==> src/rtl/sd_spi_pin_sequencer.sv <==
// SD-card SPI byte engine sharing a GPIO pin group with software PIO.
// When enabled, the engine owns SCLK/MOSI/CS and releases MISO. Each write to
// TXRX shifts one byte in SPI mode 0, MSB first, at a programmable SCLK rate.
module sd_spi_pin_sequencer #(
    parameter int PIN_W       = 7,
    parameter int SCLK_BIT    = 0,
    parameter int MOSI_BIT    = 1,
    parameter int MISO_BIT    = 2,
    parameter int CS_BIT      = 3,
    parameter int DIV_W       = 8,
    parameter int DEFAULT_DIV = 62
) (
    input  logic             clk,
    input  logic             reset_n,
    input  logic [1:0]       address,
    input  logic             chipselect,
    input  logic             write_n,
    input  logic [31:0]      writedata,
    output logic [31:0]      readdata,
    input  logic [PIN_W-1:0] pio_out,
    input  logic [PIN_W-1:0] pio_dir,
    input  logic [PIN_W-1:0] pin_in,
    output logic [PIN_W-1:0] pin_out,
    output logic [PIN_W-1:0] pin_oe
);

    typedef enum logic [1:0] {S_IDLE, S_LOW, S_HIGH} state_t;

    state_t           r_state;
    state_t           w_state_nxt;

    logic             r_en;
    logic             r_cs_level;
    logic [DIV_W-1:0] r_div;
    logic             r_busy;
    logic             r_ovr;
    logic [7:0]       r_rx;
    logic             r_sclk;
    logic             r_mosi;
    logic [7:0]       r_shreg;
    logic [2:0]       r_bitcnt;
    logic [DIV_W-1:0] r_pc;
    logic [DIV_W-1:0] r_div_lat;

    logic             w_wr;
    logic             w_wr_txrx;
    logic             w_wr_ctrl;
    logic             w_wr_status;
    logic             w_start;
    logic             w_phase_end;
    logic             w_abort;
    logic [31:0]      w_ctrl;
    logic             w_unused;

    assign w_wr        = chipselect & ~write_n;
    assign w_wr_txrx   = w_wr && (address == 2'd0);
    assign w_wr_ctrl   = w_wr && (address == 2'd1);
    assign w_wr_status = w_wr && (address == 2'd2);
    assign w_start     = w_wr_txrx & r_en & ~r_busy;
    assign w_phase_end = (r_pc == '0);
    // Disabling the engine abandons any byte in flight on the next clock.
    assign w_abort     = (r_state != S_IDLE) && !r_en;
    // Only [7:0], the CTRL fields and the MISO pad are meaningful inputs.
    assign w_unused    = ^{writedata, pin_in};

    // State register.
    always_ff @(posedge clk or negedge reset_n) begin
        if (!reset_n) r_state <= S_IDLE;
        else          r_state <= w_state_nxt;
    end

    // Next-state logic: two phases per bit, eight bits per byte.
    always_comb begin
        w_state_nxt = r_state;
        case (r_state)
            S_IDLE: if (w_start) w_state_nxt = S_LOW;
            S_LOW:  if (w_phase_end) w_state_nxt = S_HIGH;
            S_HIGH: if (w_phase_end) w_state_nxt = (r_bitcnt == 3'd7) ? S_IDLE : S_LOW;
            default: w_state_nxt = S_IDLE;
        endcase
        if (w_abort) w_state_nxt = S_IDLE;
    end

    // Software-visible control registers and the sticky overrun flag.
    always_ff @(posedge clk or negedge reset_n) begin
        if (!reset_n) begin
            r_en       <= 1'b0;
            r_cs_level <= 1'b1;
            r_div      <= DIV_W'(DEFAULT_DIV);
            r_ovr      <= 1'b0;
        end else begin
            if (w_wr_ctrl) begin
                r_en       <= writedata[0];
                r_cs_level <= writedata[1];
                r_div      <= writedata[8 +: DIV_W];
            end
            if (w_wr_txrx && r_en && r_busy)
                r_ovr <= 1'b1;
            else if (w_wr_status && writedata[1])
                r_ovr <= 1'b0;
        end
    end

    // Shift engine: phase counter, SCLK/MOSI generation and MISO capture.
    always_ff @(posedge clk or negedge reset_n) begin
        if (!reset_n) begin
            r_busy    <= 1'b0;
            r_rx      <= 8'h00;
            r_sclk    <= 1'b0;
            r_mosi    <= 1'b0;
            r_shreg   <= 8'h00;
            r_bitcnt  <= 3'd0;
            r_pc      <= '0;
            r_div_lat <= '0;
        end else if (w_abort) begin
            r_busy <= 1'b0;
            r_sclk <= 1'b0;
        end else begin
            case (r_state)
                S_IDLE: begin
                    if (w_start) begin
                        r_busy    <= 1'b1;
                        r_shreg   <= writedata[7:0];
                        r_mosi    <= writedata[7];
                        r_sclk    <= 1'b0;
                        r_bitcnt  <= 3'd0;
                        r_pc      <= r_div;
                        r_div_lat <= r_div;
                    end
                end
                S_LOW: begin
                    if (w_phase_end) begin
                        r_sclk  <= 1'b1;
                        r_shreg <= {r_shreg[6:0], pin_in[MISO_BIT]};
                        r_pc    <= r_div_lat;
                    end else begin
                        r_pc <= r_pc - 1'b1;
                    end
                end
                S_HIGH: begin
                    if (w_phase_end) begin
                        r_sclk <= 1'b0;
                        r_pc   <= r_div_lat;
                        if (r_bitcnt == 3'd7) begin
                            r_rx   <= r_shreg;
                            r_busy <= 1'b0;
                        end else begin
                            r_mosi   <= r_shreg[7];
                            r_bitcnt <= r_bitcnt + 1'b1;
                        end
                    end else begin
                        r_pc <= r_pc - 1'b1;
                    end
                end
                default: ;
            endcase
        end
    end

    // CTRL register image.
    always_comb begin
        w_ctrl             = '0;
        w_ctrl[0]          = r_en;
        w_ctrl[1]          = r_cs_level;
        w_ctrl[8 +: DIV_W] = r_div;
    end

    // Registered read mux, refreshed every clock from the selected register.
    always_ff @(posedge clk or negedge reset_n) begin
        if (!reset_n) begin
            readdata <= 32'h0;
        end else begin
            case (address)
                2'd0:    readdata <= {24'h0, r_rx};
                2'd1:    readdata <= w_ctrl;
                2'd2:    readdata <= {30'h0, r_ovr, r_busy};
                default: readdata <= 32'h0;
            endcase
        end
    end

    // Pad mux: PIO by default, engine takes SCLK/MOSI/CS and releases MISO.
    always_comb begin
        pin_out = pio_out;
        pin_oe  = pio_dir;
        if (r_en) begin
            pin_out[SCLK_BIT] = r_sclk;
            pin_out[MOSI_BIT] = r_mosi;
            pin_out[CS_BIT]   = r_cs_level;
            pin_oe[SCLK_BIT]  = 1'b1;
            pin_oe[MOSI_BIT]  = 1'b1;
            pin_oe[CS_BIT]    = 1'b1;
            pin_oe[MISO_BIT]  = 1'b0;
        end
    end

endmodule

==> config.mk <==
export PLATFORM = sky130hd
export DESIGN_NAME = sd_spi_pin_sequencer
export DESIGN_NICKNAME = d
export VERILOG_FILES = /design/src/rtl/sd_spi_pin_sequencer.sv
export SDC_FILE = /design/constraint.sdc
export NUM_CORES = 1
export LEC_CHECK = 0
export CAP_MARGIN = 20
export CORE_ASPECT_RATIO = 0.5
export CORE_UTILIZATION = 43
export CTS_CLUSTER_DIAMETER = 50
export CTS_CLUSTER_SIZE = 16
export DETAILED_ROUTE_END_ITERATION = 10
export PLACE_DENSITY = 0.77
export SYNTH_ARGS = -nofsm -noshare
export SYNTH_HDL_FRONTEND = slang
export SYNTH_SLANG_ARGS = --single-unit
export TNS_END_PERCENT = 5
==> constraint.sdc <==
create_clock -name clk -period 2.3 [get_ports clk]
set_clock_uncertainty 0.2 [all_clocks]
set_input_delay 0.46 -clock clk [delete_from_list [all_inputs] [get_ports clk]]
set_output_delay 0.46 -clock clk [all_outputs]
set_load 0.05 [all_outputs]
[Word-level counts from Yosys, hierarchy flattened]
Cells that the tools add are included.
Storage, ports and cells
  register bits after elaboration: 67
  bits in latches: 0
  bits in writable memories: 0
  ROM bits: 0
  input bits: 59
  output and inout port bits: 46
  word-level logic and storage cells: 98
  memories: 0
Cells by class
  add/subtract/negate cells: 2
  multipliers: 0
  div/mod/pow operators: 0
  order comparisons: 0
  equal/unequal tests: 13
  shifts and indexed selects: 0
  multiplexer cells: 36
  bitwise operators: 6
  reduce and logical (&&, ||, !) cells: 27
Operator list (count)
  16-bit case mux with 3 select lines: 1
  8-bit 2-to-1 mux: 4
  8-bit case mux with 2 select lines: 2
  4-bit AND reduction: 4
  1-bit 2-to-1 mux: 15
  3-bit inequality test (second input constant): 4
  2-bit 2-to-1 mux: 5
  2-bit nonzero test: 5
  3-bit 2-to-1 mux: 3
  3-bit AND reduction: 3
  8-bit zero test: 1
  2-bit inequality test (second input constant): 4
  8-bit by 1-bit subtractor with 8-bit output (second input constant): 1
  1-bit logical AND: 7
  2-bit case mux with 3 select lines: 1
  3-bit case mux with 2 select lines: 1
  5-bit AND reduction: 1
  2-bit by 1-bit == test with 1-bit output (second input constant): 2
  2-bit == test (second input constant): 2
  2-bit zero test: 2
  4-bit 2-to-1 mux: 1
  1-bit case mux with 2 select lines: 2
  4-bit nonzero test: 1
  3-bit by 1-bit adder with 3-bit output (second input constant): 1
  7 further kinds: 11

[Longest topological paths before layout]
  word-level depth: 8
  mapped depth: 8
  mapped depth without buffers: 6

[Worst setup path before layout]
No wires, ideal clock.
  path type: input port to flip-flop
  start: input port address[1]
  end: register r_shreg[0]
  library setup time: 0.125 ns
  arrival: 1.975 ns
  required time: 1.975 ns
  path slack: 0.000 ns
  cell stages on the path: 6
  path buffers: 2
  cells stage by stage: or4b_4 > or2_1 > buf_2 > a22o_1 > buf_6 > mux2_4
Between the ends
  word-level cells in the longest chain between the ends: 6
RTL lines
  start, declared: line 15  | input logic [1:0] address,
  2-bit zero test: line 56  | assign w_wr_txrx = w_wr && (address == 2'd0);
  1-bit logical AND: line 56
  1-bit bitwise AND (2 in a row): line 59  | assign w_start = w_wr_txrx & r_en & ~r_busy;
  2-bit inequality test (no source line)
  4-bit AND reduction (no source line)
  end signal, assigned: line 123  | r_shreg <= writedata[7:0];
  end signal, assigned: line 134  | r_shreg <= {r_shreg[6:0], pin_in[MISO_BIT]};
  end, declared: line 40  | logic [7:0] r_shreg;
Every way passes these cells.
A chain may end at the register's enable or synchronous reset.

[Worst setup path after layout]
  start: register r_state[0]
  end: register r_pc[7]
Between the ends
  word-level cells in the longest chain between the ends: 4
  elaborated cells between the ends (all ways): 11
  classes of those cells: 3 x eq/ne; 1 x mux; 1 x bitwise; 6 x reduce/logical
RTL lines
  start, declared: line 29  | state_t r_state;
  start signal, assigned: line 69  | else r_state <= w_state_nxt;
  2-bit == test, or another cell as far along: line 119  | case (r_state)
  2-bit OR reduction (no source line) / 1-bit logical AND (equally long branches)
  2-bit nonzero test (no source line) / 1-bit NOT (equally long branches)
  3-bit AND reduction (no source line)
  end signal, assigned: line 127  | r_pc <= r_div;
  end signal, assigned: line 135  | r_pc <= r_div_lat;
  end signal, assigned: line 137  | r_pc <= r_pc - 1'b1;
  end, declared: line 42  | logic [DIV_W-1:0] r_pc;
Several ways; a longest one is shown, not always the timed one.

==> reports/results.tsv <==
stage	metric	value	unit
floorplanning	dieArea	0.00862	mm²
global_route	met2_usage	0.337	
global_route	grt_start_max_net_pins	34	
clock_network	cts-root-buf	clkbuf_16	
pwr	power_per_cell_area	1030	mW/mm²
route	num_vias	2545	
place	dpl_cell_area	0.00430	mm²
pwr	leakagePower	0.00213	µW
clock_network	cts_max_path_buffers	2	
route	antenna_left	0	
finish	layout-drive-gt1-share	0.322	
synth	ys_types	54	
timing	final_hold_viol_count	0	
global_route	use_met3	0.0566	
setup_path	crit_type	reg -> reg	
global_route	busiest_layer	met2	
global_route	grt_pass1_vias	2618	
clock_network	cts_buffers	9	
finish	multi_input_area	0.00167	mm²
route	routed_via_density	5.13	
place	dp_hpwl	5690	µm
clock_network	path_clk_slew	60	ps
setup_path	cp_max_fo	8	
synth	synthCells	309	
setup_path	cp-startpoint	r_state[0]	
finish	nNetsFinal	450	
pwr	power	4800	µW
floorplanning	die_h	66.1	µm
synth	ys_ff_latch	67	
floorplanning	start_util	0.462	
timing	fin_setup_tns	0	ps
setup_path	cp.arrival	2170	ps
synth	synthTopCellsByArea	dfrtp_1 (43%), mux2_2 (13%), buf_4 (4.9%)	
clock_network	cts_tree	yes	
timing	period_needed	2190	ps
finish	final_core_util	0.608	
synth	avgSynthCellArea	11.5	µm²
setup_path	worst_setup_path_end_kind	flop	
clock_network	cts_htree_levels	3	
setup_path	required	2280	ps
clock_network	cts_setup_buffers	0	
route	drc	0	
setup_path	crit_path_start_kind	flop	
setup_path	r2r-start	r_state[0]	
setup_path	regToRegSetupSlack	110	ps
finish	antenna_cells	0	
place	port_buffers	52	
flow_run	cap_violations	0	
route	drt_iter0_markers	191	
floorplanning	io_pins	105	
synth	netlist_area	0.00354	mm²
global_route	overflow	0	
finish	seq_area	0.00168	mm²
synth	ys_warn_count	0	
min_path	min_from	r_rx[7]	
floorplanning	die_x	130	µm
timing	slew_viol_final	0	
synth	synth-async-reset-ratio	1.00	
global_route	antenna_found_initial	0	
min_path	hold_path.class	reg -> reg	
finish	final_cell_area	0.00466	mm²
synth	synth_top_area_share	0.431	
finish	syn_to_final_growth	31.6	%
synth	synth_edf_count	0	
synth	ys_seq_area_frac	0.476	
timing	setup_violations	0	
floorplanning	coreArea	0.00765	mm²
synth	synthFlopType	dfrtp_1	
route	first_pass_iters	4	
timing	fin_crit_sh	0.950	
timing	fmax	458	MHz
clock_network	cts_sinks	67	
pwr	ir_drop	0.581	mV
timing	hold_ws	285	ps
timing	tightest_slew	510	ps
route	avgRoutedWirePerCell	15.6	µm
place	routabilityCongestion	0.870	
global_route	grt_use_met1	0.233	
timing	rsz0062_at_grt	false	
timing	slew_headroom	0.659	
route	wirelength	7730	µm
global_route	grtUsageTotal	0.199	
finish	fill_cells	590	
floorplanning	floorplan.rows	22	
clock_network	insertion_delay	340	ps
synth	yosysTopAreaCell	dfrtp_1	
outcome	status	finished, final reports clean	
global_route	grt_pass1_wl	12600	µm
-- critical path, stage by stage, from the launching register on --
cell	delay (ps)
dfrtp_1	410
inv_1	90
ha_1	460
inv_1	130
buf_4	180
a221oi_1	360
o221ai_1	210
-- timing repair --
action	CTS	global route
cloned	0	0
gates resized for setup	4	4
endpoints found under the setup margin	11	14
hold buffers	1	0
pin swaps	2	2
hold endpoints to repair	18	0
-- final cells by class --
| type | count | share of cell area |
|---|---|---|
| sequential | 67 | 0.362 |
| tap | 108 | 0.0290 |
| inverter | 10 | 0.00806 |
| clock inverter | 7 | 0.0199 |
| multi-input combinational | 210 | 0.358 |
| clock buffer | 9 | 0.0484 |
| timing repair buffer | 85 | 0.175 |
-- per-layer routing --
layer	share of wire	up-vias
met5	0	-
met4	0.028	0
met3	0.042	19
met2	0.48	77
met1	0.45	1248
li1	-	1201
-- path summary, 6_finish.rpt --
check,to,cells past startpoint
hold / removal,readdata[7],1
min in group asynchronous,r_rx[0],2
setup reg to reg,r_pc[7],6
max in group asynchronous,r_div[5],3
setup / recovery,r_pc[7],6
hold reg to reg,readdata[7],1
-- cell usage after synthesis (all sizes together), types with 3 or more instances --
master / count
nor2: 7
a221oi: 4
a31oi: 3
dfstp: 6
dfrtp: 61
nand2: 19
clkbuf: 11
or2: 5
a211o: 4
nand3: 7
nor2b: 9
a21oi: 10
nand4: 4
nand3b: 3
mux2i: 6
buf: 26
ha: 8
inv: 10
nor4: 3
a2bb2oi: 4
and2: 16
mux2: 49
o21ai: 6
-- cell families after synthesis --
logic type      after synthesis  synth area share
flops                        67             0.476
fa+ha+maj                     8            0.0283
xor+xnor                      2           0.00495
mux                          55             0.181
compound gates               46            0.0919
simple gates                 83             0.139
buf+inv                      47            0.0771
other cells                   1           0.00106
-- sequential cells by signal, summed over array words and instances (netlist names), 2 cells and up --
| name | count |
|---|---|
| r_state | 2 |
| r_shreg | 8 |
| readdata | 16 |
| r_rx | 8 |
| r_pc | 8 |
| r_bitcnt | 3 |
| r_div | 8 |
| r_div_lat | 8 |
-- cell usage in the layout (no fill, tap or decap), types with 4 or more instances in the layout --
cell,instances
inv_1,10
buf_4,34
nor2b_1,9
a2bb2oi_1,4
buf_12,5
nand4_1,4
mux2_4,8
and2_1,15
clkbuf_16,9
mux2i_1,6
o21ai_0,5
dfrtp_1,61
mux2_2,41
nor2_1,7
conb_1,16
dfstp_2,6
a21oi_1,9
a211o_1,4
nand2_1,18
ha_1,7
clkdlybuf4s50_1,42
or2_2,4
nand3_1,7
-- per-stage QoR --
| stage | std cells | setup WS [ps] |
|---|---|---|
| floorplan | 324 | 17.9 |
| global placement | 479 | -463 |
| detailed placement | 479 | -519 |
| CTS | 496 | 3.37 |
| global route | 496 | 31.2 |
| finish | 496 | 114 |
-- where the power goes --
group / internal, µW / switching (µW) / leakage [µW]
clock network: 943 / 509 / 0.000147
registers: 1500 / 270 / 0.000853
logic: 784 / 794 / 0.00113
total: 3230 / 1570 / 0.00213
(Power assumes the default switching activity.)
